--- src/rtl/conv_pool_relu_if.sv ---
// conv_pool_relu_if
// Stream bundle between the conv PE, the pooling stage and its consumer.
//   in_valid   : in_data carries a conv result this cycle
//   in_sof     : start of frame, qualifies in_valid, marks pixel (0,0)
//   in_data    : signed conv result, 2*WIDTH bits
//   out_valid  : one-cycle pulse, out_data valid
//   out_data   : signed pooled result, 2*WIDTH bits
//   frame_done : one-cycle pulse with the last pooled output of a frame
// master drives the input stream and observes the outputs; slave is the
// pooling stage itself.
interface conv_pool_relu_if #(
  parameter int WIDTH = 9
);
  logic                        in_valid;
  logic                        in_sof;
  logic signed [2*WIDTH-1:0]   in_data;
  logic                        out_valid;
  logic signed [2*WIDTH-1:0]   out_data;
  logic                        frame_done;

  modport master (
    output in_valid, in_sof, in_data,
    input  out_valid, out_data, frame_done
  );

  modport slave (
    input  in_valid, in_sof, in_data,
    output out_valid, out_data, frame_done
  );
endinterface

--- src/rtl/conv_pool_relu.sv ---
// conv_pool_relu
// 2x2 stride-2 max-pooling of the raster-ordered conv result stream, with
// an optional ReLU in front of the pooling. One pooled value is emitted per
// 2x2 window; a half-row line buffer keeps the even-row pair maxima until
// the matching odd row arrives. No backpressure.
// Optional feature macro: POOL_RELU_EN (defined: negative inputs clamp to 0
// before pooling; undefined: pure signed max-pool).
// Ports:
//   clk   : clock, all logic on posedge
//   rst_n : synchronous reset, ACTIVE-HIGH (name kept for wiring compat)
//   bus   : conv_pool_relu_if.slave (in_valid/in_sof/in_data in,
//           out_valid/out_data/frame_done out, all outputs registered)
// Trailing odd column/row is counted but never pooled (floor semantics).
module conv_pool_relu #(
  parameter int WIDTH = 9,
  parameter int IMG_W = 8,
  parameter int IMG_H = 8
) (
  input  logic             clk,
  input  logic             rst_n,
  conv_pool_relu_if.slave  bus
);

  localparam int DW = 2 * WIDTH;
  localparam int CW = (IMG_W > 1) ? $clog2(IMG_W) : 1;
  localparam int RW = (IMG_H > 1) ? $clog2(IMG_H) : 1;
  localparam int HW = IMG_W / 2;        // line buffer depth
  localparam int PW = 2 * (IMG_W / 2);  // pooled columns span
  localparam int PH = 2 * (IMG_H / 2);  // pooled rows span

  // Signed maximum of two data-path words.
  function automatic logic signed [DW-1:0] smax(
    input logic signed [DW-1:0] a,
    input logic signed [DW-1:0] b
  );
    return (a > b) ? a : b;
  endfunction

  logic [CW-1:0]          col_q, col_d;
  logic [RW-1:0]          row_q, row_d;
  logic signed [DW-1:0]   h_max_q;
  logic signed [DW-1:0]   lbuf_q [0:HW-1];
  logic                   out_valid_q;
  logic signed [DW-1:0]   out_data_q;
  logic                   frame_done_q;

  logic [CW-1:0]          pix_c_s;
  logic [RW-1:0]          pix_r_s;
  logic [CW-1:0]          half_s;
  logic signed [DW-1:0]   p_s;
  logic signed [DW-1:0]   lbuf_rd_s;
  logic signed [DW-1:0]   h_pair_s;
  logic signed [DW-1:0]   win_max_s;
  logic                   in_win_s;
  logic                   h_we_s;
  logic                   lb_we_s;
  logic                   emit_s;
  logic                   last_s;

  // Pixel position, activation, next counters and pooling decisions.
  always_comb begin
    // in_sof forces the current pixel to (0,0) whatever the counters say,
    // which also discards any partial window of an aborted frame.
    if (bus.in_sof) begin
      pix_c_s = {CW{1'b0}};
      pix_r_s = {RW{1'b0}};
    end else begin
      pix_c_s = col_q;
      pix_r_s = row_q;
    end

`ifdef POOL_RELU_EN
    p_s = bus.in_data[DW-1] ? {DW{1'b0}} : bus.in_data;
`else
    p_s = bus.in_data;
`endif

    if (pix_c_s == CW'(IMG_W - 1)) begin
      col_d = {CW{1'b0}};
      if (pix_r_s == RW'(IMG_H - 1)) begin
        row_d = {RW{1'b0}};
      end else begin
        row_d = pix_r_s + RW'(1);
      end
    end else begin
      col_d = pix_c_s + CW'(1);
      row_d = pix_r_s;
    end

    half_s    = pix_c_s >> 1;
    lbuf_rd_s = lbuf_q[0];
    for (int i = 1; i < HW; i++) begin
      lbuf_rd_s = (half_s == CW'(i)) ? lbuf_q[i] : lbuf_rd_s;
    end

    h_pair_s  = smax(h_max_q, p_s);
    win_max_s = smax(lbuf_rd_s, h_pair_s);

    // Trailing odd column/row falls outside the pooled region.
    in_win_s = (32'(pix_c_s) < 32'(PW)) && (32'(pix_r_s) < 32'(PH));
    h_we_s   = bus.in_valid && in_win_s && !pix_c_s[0];
    lb_we_s  = bus.in_valid && in_win_s &&  pix_c_s[0] && !pix_r_s[0];
    emit_s   = bus.in_valid && in_win_s &&  pix_c_s[0] &&  pix_r_s[0];
    last_s   = (pix_c_s == CW'(PW - 1)) && (pix_r_s == RW'(PH - 1));
  end

  // Counters, horizontal partial max, line buffer and registered outputs.
  always_ff @(posedge clk) begin
    if (rst_n) begin
      col_q        <= {CW{1'b0}};
      row_q        <= {RW{1'b0}};
      h_max_q      <= {DW{1'b0}};
      out_valid_q  <= 1'b0;
      out_data_q   <= {DW{1'b0}};
      frame_done_q <= 1'b0;
    end else begin
      out_valid_q  <= emit_s;
      frame_done_q <= emit_s && last_s;
      if (emit_s) begin
        out_data_q <= win_max_s;
      end
      if (bus.in_valid) begin
        col_q <= col_d;
        row_q <= row_d;
      end
      if (h_we_s) begin
        h_max_q <= p_s;
      end
      // The line buffer is never cleared: every entry is written on an
      // even row before the odd row reads it.
      for (int i = 0; i < HW; i++) begin
        if (lb_we_s && (half_s == CW'(i))) begin
          lbuf_q[i] <= h_pair_s;
        end
      end
    end
  end

  assign bus.out_valid  = out_valid_q;
  assign bus.out_data   = out_data_q;
  assign bus.frame_done = frame_done_q;

endmodule

--- src/flat_wrapper.sv ---
// flat-port wrapper written by rule: the top's interface ports become plain ports
module conv_pool_relu_flat 
#(
  parameter int WIDTH = 9,
  parameter int IMG_W = 8,
  parameter int IMG_H = 8
)
  (clk, rst_n, bus_in_valid, bus_in_sof, bus_in_data, bus_out_valid, bus_out_data, bus_frame_done);
  conv_pool_relu_if #(.WIDTH(WIDTH)) bus_i ();
  input  logic clk;
  input  logic rst_n;
  input wire logic [$bits(bus_i.in_valid)-1:0] bus_in_valid;
  input wire logic [$bits(bus_i.in_sof)-1:0] bus_in_sof;
  input wire logic [$bits(bus_i.in_data)-1:0] bus_in_data;
  output wire logic [$bits(bus_i.out_valid)-1:0] bus_out_valid;
  output wire logic [$bits(bus_i.out_data)-1:0] bus_out_data;
  output wire logic [$bits(bus_i.frame_done)-1:0] bus_frame_done;
  assign bus_i.in_valid = bus_in_valid;
  assign bus_i.in_sof = bus_in_sof;
  assign bus_i.in_data = bus_in_data;
  assign bus_out_valid = bus_i.out_valid;
  assign bus_out_data = bus_i.out_data;
  assign bus_frame_done = bus_i.frame_done;
  conv_pool_relu #(.WIDTH(WIDTH), .IMG_W(IMG_W), .IMG_H(IMG_H)) u_core (.clk(clk), .rst_n(rst_n), .bus(bus_i));
endmodule
--- config.mk ---
export PLATFORM = sky130hd
export DESIGN_NAME = conv_pool_relu_flat
export DESIGN_NICKNAME = d
export VERILOG_FILES = /design/src/rtl/conv_pool_relu_if.sv /design/src/rtl/conv_pool_relu.sv /design/src/flat_wrapper.sv
export SDC_FILE = /design/constraint.sdc
export NUM_CORES = 1
export LEC_CHECK = 0
export CAP_MARGIN = 5
export CORE_MARGIN = 5
export CORE_UTILIZATION = 55
export CTS_BUF_LIST = sky130_fd_sc_hd__clkbuf_8
export DETAILED_ROUTE_END_ITERATION = 12
export DONT_BUFFER_PORTS = 1
export HOLD_SLACK_MARGIN = 0.02
export PLACE_DENSITY = 0.7
export SYNTH_ARGS = -nofsm -noshare
export SYNTH_HDL_FRONTEND = slang
export SYNTH_SLANG_ARGS = --single-unit
export TNS_END_PERCENT = 1
--- constraint.sdc ---
create_clock -name clk -period 6.41 [get_ports clk]
set_input_delay 1.282 -clock clk [delete_from_list [all_inputs] [get_ports clk]]
set_output_delay 1.282 -clock clk [all_outputs]
set_load 0.01 [all_outputs]
==> results.rst, run 1 <==
.. list-table::
   :header-rows: 1

   * - Metric
     - Value
   * - Gates resized, CTS repair
     - 0
   * - Worst setup margin
     - 1.29 ns
   * - Hold path startpoint
     - u_core.h_max_q[0]
   * - Clock slew at reported path FFs
     - 0.06 ns
   * - Average detailed-routed wire length per instance
     - 18.8 um
   * - Min Clock Period, post-route
     - 5.12 ns
   * - Net switching power
     - 0.403 mW
   * - Final antenna-violating net count
     - 0
   * - RR Startpoint
     - u_core.h_max_q[16]
   * - Critical path required time
     - 6.68 ns
   * - Power density over cell area
     - 272 nW/um^2
   * - Total CTS buffers
     - 17
   * - Commonest non-fill, non-tap cell in the layout
     - nand2_1
   * - Horizontal die dimension
     - 112 um
   * - Synth Area per Inst
     - 10.8 um^2
   * - Hold_buf cts
     - 0
   * - Via-to-Cell Ratio
     - 5.89
   * - Final net count
     - 596
   * - Top cells by area, synth
     - edfxtp_1 (37%), dfxtp_1 (15%), ha_1 (8.7%)
   * - Number of global-route vias before repair
     - 4155
   * - Worst supply voltage drop on vdd
     - 164 uV
   * - Clock insertion delay at the later pin of the skew report
     - 0.44 ns
   * - Initial antenna violation count
     - 0
   * - Post-Route Skew
     - 0.0201 ns
   * - Total half-perimeter wirelength after legalization and detailed placement
     - 8960 um
   * - Slew at the pin closest to its max-slew limit
     - 1.00 ns
   * - Minimum setup slack after placement
     - 0.830 ns
   * - Number of enable-type register cells in the synthesized netlist
     - 72
   * - Outcome
     - finished, final reports clean
   * - Path type of the worst setup path
     - primary input to flop
   * - Cell area after synthesis
     - 5770 um^2
   * - Core Footprint
     - 10300 um^2
   * - Total number of H-tree levels
     - 4
   * - Synth unique cells
     - 50
   * - Clock Sink Count
     - 116
   * - Starting density of the core
     - 56.1%
   * - Number of cells in the finished layout apart from fillers
     - 683
   * - CP startpoint kind
     - primary input
   * - Switching part of the total power
     - 23.3%
   * - Area fraction of the dominant cell type after synthesis
     - 37.5%
   * - Arr. time, crit path
     - 5.39 ns
   * - Top_reg_cell synth
     - edfxtp_1
   * - Setup-violating endpoint count in the final report
     - 0
   * - Max Freq
     - 195 MHz
   * - Internal Power
     - 1.33 mW
   * - Global-route wire length before repair
     - 21100 um
   * - Clock root buffer
     - clkbuf_8
   * - Static leakage
     - 2.53 nW
   * - Total Routing Usage GR
     - 21.6%
   * - Area delta synth->final
     - 10.3%
   * - Fraction of synthesis flops using an asynchronous set or reset pin
     - 0%
   * - Number of warnings issued by yosys
     - 0
   * - Combinational Power Share
     - 10.7%
   * - Final worst-path cycle share
     - 79.9%
   * - Type of the worst min-delay path
     - flop to flop
   * - Number of register bits inferred by synthesis
     - 116
   * - Antenna Diode Count
     - 0
   * - Maximum fanout along the worst path
     - 16
   * - Via Count
     - 4023
   * - Std-Cell Rows
     - 37
   * - Fraction of power consumed by the clock network
     - 41.8%
   * - Inst Count DP
     - 651
   * - Launching element of the worst setup path
     - bus_in_data[16]
   * - Die height
     - 112 um
   * - Library cell occupying the most area in the post-synthesis netlist
     - edfxtp_1
   * - Cells on Worst Hold Path
     - 2
   * - DRT iter0 DRCs
     - 261
   * - Share of layout cells above drive strength 1
     - 11.9%
   * - Worst relative slew slack
     - 32.9%
   * - CTS tree
     - yes
   * - Post-CTS setup repair buffer count
     - 0
   * - Critical Path Sink Type
     - flop
   * - Sequential-to-total area share from yosys stat
     - 52.7%
   * - Total die area
     - 12600 um^2
   * - Setup repair after global routing missed its margin
     - no
   * - Count of TritonRoute iterations in the first routing pass
     - 6
   * - Depth of the most critical reg-to-reg path
     - 15
   * - Gr ovfl total
     - 0
   * - Sum of negative setup slack
     - 0 ns
   * - Gate count after technology mapping
     - 533
   * - Total count of hold-check failures in the final report
     - 0
   * - Net count after synthesis
     - 595
   * - Max Cap Violations
     - 0
   * - Routability cong.
     - 0.850
   * - Highest-count cells in the layout ignoring fill and taps
     - nand2_1 (80), edfxtp_1 (72), inv_1 (61)
   * - Number of buffers on the longest clock path
     - 2
   * - Number of port buffers
     - 0
   * - Final wirelength
     - 12800 um
   * - Fraction of power consumed by sequential logic
     - 47.5%
   * - Max-slew violation count
     - 0
   * - Maximum number of pins on one net before global-route repair
     - 40
   * - IO Pins
     - 42
   * - Total DRC errors in the routed layout
     - 0
[flip-flops by register name, indices dropped and copies added (netlist names)]
register,count
u_core.bus.frame_done,1
u_core.bus.out_valid,1
u_core.h_max_q,18
u_core.row_q,3
u_core.col_q,3
u_core.bus.out_data,18
u_core.lbuf_q,72
[metrics by stage]
stage | power, mW | cell area, um^2 | util [%] | hold slack (ns)
5_1_grt | 1.81 | 6360 | 61.9 | 0.495
6_report | 1.73 | 6360 | 61.9 | 0.468
3_3_place_gp | 1.01 | 5920 | 57.6 | 0.451
4_1_cts | 1.74 | 6360 | 61.9 | 0.470
3_5_place_dp | 1.02 | 5920 | 57.6 | 0.460
2_1_floorplan | 0.982 | 5770 | - | 0.446
[synthesized netlist by cell type (3+ instances only)]
library cell  count
buf_1             4
mux2i_1          29
ha_1             40
o21ai_0           7
nand2b_1          3
edfxtp_1         72
nor2_1           25
nor2b_1           7
inv_1            59
dfxtp_1          44
nand2_1          80
nand3_1           3
nand4_1           6
o22a_1           18
mux2i_2           7
a21oi_1          34
clkbuf_1         20
a221oi_1         18
o221ai_1         16
nor3_1            3
[power groups by stage]
stage          sequential [mW]  combinational [mW]  clock (mW)
2_1_floorplan            0.835               0.146           0
3_3_place_gp             0.836               0.177           0
3_5_place_dp             0.837               0.183           0
4_1_cts                  0.821               0.184       0.733
5_1_grt                  0.821               0.208       0.780
6_report                 0.821               0.184       0.723
[per-layer routing]
layer	global-route usage [%]	vias up	part of all wire (%)
li1	-	1940	-
met1	26.8	1944	42
met2	35.3	122	49
met3	7.33	17	7.2
met4	7.53	0	1.5
met5	0	-	0
[logic make-up (layout without fill, tap and decap cells)]
family | count (synthesis) | count (layout) | synth area share, %
mux | 38 | 38 | 7.29
simple gates | 140 | 140 | 11.0
compound gates | 111 | 111 | 14.0
flops | 116 | 116 | 52.7
fa+ha+maj | 40 | 40 | 8.67
buf+inv | 88 | 102 | 6.31
[final cells by class]
class                   count  area (um^2)
fillers                   828         3910
well taps                 136          170
clock inverters             9          125
clock buffers              23          317
inverters                  59          221
multi-input cells         329         2400
repair buffers             11         82.6
flip-flops and latches    116         3040
[worst paths after layout]
check | endpoint | slack, ns
hold reg to reg | u_core.h_max_q[0] | 0.47
setup reg to reg | u_core.bus.out_data[15] | 1.83
hold / removal | u_core.h_max_q[0] | 0.47
setup / recovery | u_core.bus.out_data[15] | 1.29
[critical path, cell delays in order]
cell and delay [ns]:
inv_1 0.03, ha_1 0.33, nand4_2 0.16, nor4_2 0.34
a211oi_1 0.14, and4_4 0.20, o21ai_2 0.12, buf_4 0.28
mux2i_2 0.33, ha_1 0.30, a211oi_1 0.24, o221ai_1 0.21
a221oi_1 0.33, mux2_2 0.41, nand2_1 0.49, o221ai_1 0.20
Note: power is estimated with default switching activity, not from simulation.
==> run 2, diff against run 1 <==
==> constraint.sdc (replaced) <==
create_clock -name clk -period 5.33 [get_ports clk]
set_input_delay 1.066 -clock clk [delete_from_list [all_inputs] [get_ports clk]]
set_output_delay 1.066 -clock clk [all_outputs]
set_load 0.01 [all_outputs]
==> results.rst, run 2 (synthesis gave the netlist of run 1 again) <==
.. list-table::
   :header-rows: 1

   * - Metric
     - Value
   * - Critical path required time
     - 5.61 ns (was 6.68 ns)
   * - WP depth
     - 17 (was 16)
   * - Switching part of the total power
     - 24.7% (was 23.3%)
   * - Outcome
     - finished, final reports clean (unchanged)
   * - Clock insertion delay at the later pin of the skew report
     - 0.43 ns (was 0.44 ns)
   * - Via-to-Cell Ratio
     - 5.89 (about the same)
   * - Design area
     - 6300 um^2 (was 6360 um^2)
   * - Arr. time, crit path
     - 5.11 ns (was 5.39 ns)
   * - Reg2Reg Capture Point
     - u_core.bus.out_data[13] (was u_core.bus.out_data[15])
   * - Total DRC errors in the routed layout
     - 0 (unchanged)
   * - Depth of the most critical reg-to-reg path
     - 16 (was 15)
   * - Capture endpoint of the worst hold path
     - u_core.h_max_q[9] (was u_core.h_max_q[0])
   * - Std-Cell Rows
     - 37 (unchanged)
   * - Fraction of power consumed by the clock network
     - 36.6% (was 41.8%)
   * - Number of global-route vias before repair
     - 4160 (was 4155)
   * - Post-CTS setup repair buffer count
     - 0 (unchanged)
   * - Total count of hold-check failures in the final report
     - 0 (unchanged)
   * - Slew at the pin closest to its max-slew limit
     - 0.951 ns (was 1.00 ns)
   * - Maximum number of pins on one net before global-route repair
     - 28 (was 40)
   * - Critical path cell sequence
     - inv_1 > ha_1 > nand4_2 > nor4_2 > a211oi_1 > and4_4 > o21ai_2 > buf_12 > mux2i_1 > ha_1 > a21oi_1 > o21a_1 > o211ai_1 > a221oi_1 > mux2_2 > nand2_1 > o221ai_1 (was inv_1 > ha_1 > nand4_2 > nor4_2 > a211oi_1 > and4_4 > o21ai_2 > buf_4 > mux2i_2 > ha_1 > a211oi_1 > o221ai_1 > a221oi_1 > mux2_2 > nand2_1 > o221ai_1)
   * - Dpl cell area
     - 5960 um^2 (was 5920 um^2)
   * - Combinational Power Share
     - 11.8% (was 10.7%)
   * - Via Count
     - 4043 (was 4023)
   * - Total die area
     - 12600 um^2 (unchanged)
   * - Max-slew violation count
     - 0 (unchanged)
   * - Sum of negative setup slack
     - 0 ns (unchanged)
   * - Type of the worst min-delay path
     - flop to flop (unchanged)
   * - Cells on Worst Hold Path
     - 2 (unchanged)
   * - Category of cells accounting for the largest share of critical-path delay
     - simple AND/OR/NAND/NOR gates (was compound AO/OA/AOI/OAI gates)
   * - Final antenna-violating net count
     - 0 (unchanged)
   * - Worst relative slew slack
     - 36.4% (was 32.9%)
   * - Final worst-path cycle share
     - 90.7%
   * - Die height
     - 112 um (unchanged)
   * - Flip-flop count of the largest register, all copies and words added
     - 72 (unchanged)
   * - Total CTS buffers
     - 17 (unchanged)
   * - RR Startpoint
     - u_core.h_max_q[16] (unchanged)
   * - Clock Sink Count
     - 116 (unchanged)
   * - Hold path startpoint
     - u_core.h_max_q[9] (was u_core.h_max_q[0])
   * - Gr ovfl total
     - 0 (unchanged)
   * - Internal Power
     - 1.44 mW (was 1.33 mW)
   * - Gates resized, CTS repair
     - 0 (unchanged)
   * - Clock root buffer
     - clkbuf_8 (unchanged)
   * - CP startpoint kind
     - primary input (unchanged)
   * - Maximum fanout along the worst path
     - 16 (unchanged)
   * - Share of layout cells above drive strength 1
     - 11.5% (was 11.9%)
   * - Power density over cell area
     - 304 nW/um^2 (was 272 nW/um^2)
   * - Total Routing Usage GR
     - 21.3% (was 21.6%)
   * - Slowest stage cell, crit path
     - nand2_1 (unchanged)
   * - Path type of the worst setup path
     - primary input to flop (unchanged)
   * - Number of buffers and inverters on the critical path
     - 2 (unchanged)
   * - Final net count
     - 599 (was 596)
   * - Filler Cell Count
     - 837 (was 828)
   * - Net switching power
     - 0.472 mW (was 0.403 mW)
   * - Commonest non-fill, non-tap cell in the layout
     - nand2_1 (unchanged)
   * - Worst supply voltage drop on vdd
     - 200 uV (was 164 uV)
   * - Fraction of power consumed by sequential logic
     - 51.6% (was 47.5%)
   * - Horizontal die dimension
     - 112 um (unchanged)
   * - Routability cong.
     - 0.853 (was 0.850)
   * - Starting density of the core
     - 56.1% (unchanged)
   * - Final wirelength
     - 12600 um (was 12800 um)
   * - Hold_buf cts
     - 0 (unchanged)
   * - Total half-perimeter wirelength after legalization and detailed placement
     - 8930 um (was 8960 um)
   * - Number of port buffers
     - 0 (unchanged)
   * - DRT iter0 DRCs
     - 307 (was 261)
   * - Antenna Diode Count
     - 0 (unchanged)
   * - Setup-violating endpoint count in the final report
     - 0 (unchanged)
   * - IO Pins
     - 42 (unchanged)
   * - Global-route wire length before repair
     - 20800 um (was 21100 um)
   * - Clock slew at reported path FFs
     - 0.06 ns (about the same)
   * - Max Cap Violations
     - 0 (unchanged)
   * - Critical Path Sink Type
     - flop (unchanged)
   * - CTS tree
     - yes (unchanged)
   * - R2r setup slk
     - 0.80 ns (was 1.83 ns)
   * - Min Clock Period, post-route
     - 4.84 ns
   * - Highest-count cells in the layout ignoring fill and taps
     - nand2_1 (80), edfxtp_1 (72), inv_1 (66) (was nand2_1 (80), edfxtp_1 (72), inv_1 (61))
   * - Core Footprint
     - 10300 um^2 (unchanged)
   * - Dominant cell type by count on the critical path
     - ha_1
   * - Initial antenna violation count
     - 0 (unchanged)
   * - Total number of H-tree levels
     - 4 (unchanged)
   * - Post-Route Skew
     - 0.0112 ns (was 0.0201 ns)
   * - Number of buffers on the longest clock path
     - 2 (unchanged)
   * - Area delta synth->final
     - 9.24% (was 10.3%)
   * - Max Freq
     - 207 MHz
   * - Setup repair after global routing missed its margin
     - no (unchanged)
   * - Static leakage
     - 2.52 nW (was 2.53 nW)
   * - Reg with most FFs
     - u_core.lbuf_q (unchanged)
   * - Count of TritonRoute iterations in the first routing pass
     - 6 (unchanged)
   * - Maximum cell stage delay along the critical path
     - 0.47 ns (was 0.49 ns)
   * - Average detailed-routed wire length per instance
     - 18.4 um (was 18.8 um)
run 2: cell count changes in the layout (fill, tap and decap cells not counted), sizes merged:
cell	previous run	this run
inv	61	66
clkbuf	23	19
buf	11	14
bufinv	3	1
clkinvlp	0	1
run 2: layout make-up:
type | instances | area, um^2 | area share [%]
Multi-Input combinational cell | 329 | 2400 | 38.2
Sequential cell | 116 | 3040 | 48.3
Timing Repair Buffer | 14 | 118 | 1.87
Inverter | 59 | 221 | 3.51
Clock buffer | 19 | 262 | 4.15
Tap cell | 136 | 170 | 2.70
Clock inverter | 13 | 83.8 | 1.33
run 2: worst max-delay path by stage:
stage          slack (ns)       startpoint                       to
2_1_floorplan        0.51  bus_in_data[16]  u_core.bus.out_data[10]
3_3_place_gp         0.25  bus_in_data[16]   u_core.bus.out_data[3]
3_5_place_dp         0.06  bus_in_data[16]   u_core.bus.out_data[4]
4_1_cts              0.52  bus_in_data[16]   u_core.bus.out_data[9]
5_1_grt              0.13  bus_in_data[13]  u_core.bus.out_data[12]
6_report             0.49  bus_in_data[16]  u_core.bus.out_data[13]
run 2: per-layer routing:
layer  global-route usage (%)  part of all wire [%]  vias up
li1                         -                     -     1936
met1                     27.4                    44     1958
met2                     33.0                    47      122
met3                     6.36                   6.5       27
met4                     10.1                   2.5        0
met5                        0                     0        -
run 2: worst register-to-register path, stage by stage, from the launching register on:
cell	delay (ns)
dfxtp_1	0.34
ha_1	0.33
nand4_2	0.18
nor4_2	0.37
a211oi_1	0.15
and4_4	0.21
o21ai_2	0.18
buf_12	0.20
mux2i_1	0.35
ha_1	0.31
a21oi_1	0.15
o21a_1	0.16
o211ai_1	0.09
a221oi_1	0.31
mux2_2	0.40
nand2_1	0.47
o221ai_1	0.20
run 2: stage by stage:
stage / total power [mW] / setup WS [ns] / std cells / util, % / hold slack, ns
after floorplan: 1.18 / 0.510 / 533 / - / 0.446
after global placement: 1.22 / 0.254 / 654 / 58.0 / 0.455
after detailed placement: 1.23 / 0.0638 / 654 / 58.0 / 0.465
after CTS: 1.92 / 0.518 / 686 / 61.3 / 0.474
after global routing: 2.00 / 0.127 / 686 / 61.3 / 0.500
final: 1.91 / 0.494 / 686 / 61.3 / 0.474
run 2: power groups by stage:
stage / clock, mW / sequential (mW) / combinational, mW
finish: 0.700 / 0.988 / 0.226
global route: 0.759 / 0.988 / 0.254
CTS: 0.712 / 0.988 / 0.225
detailed placement: 0 / 1.01 / 0.225
global placement: 0 / 1.01 / 0.218
floorplan: 0 / 1.00 / 0.176
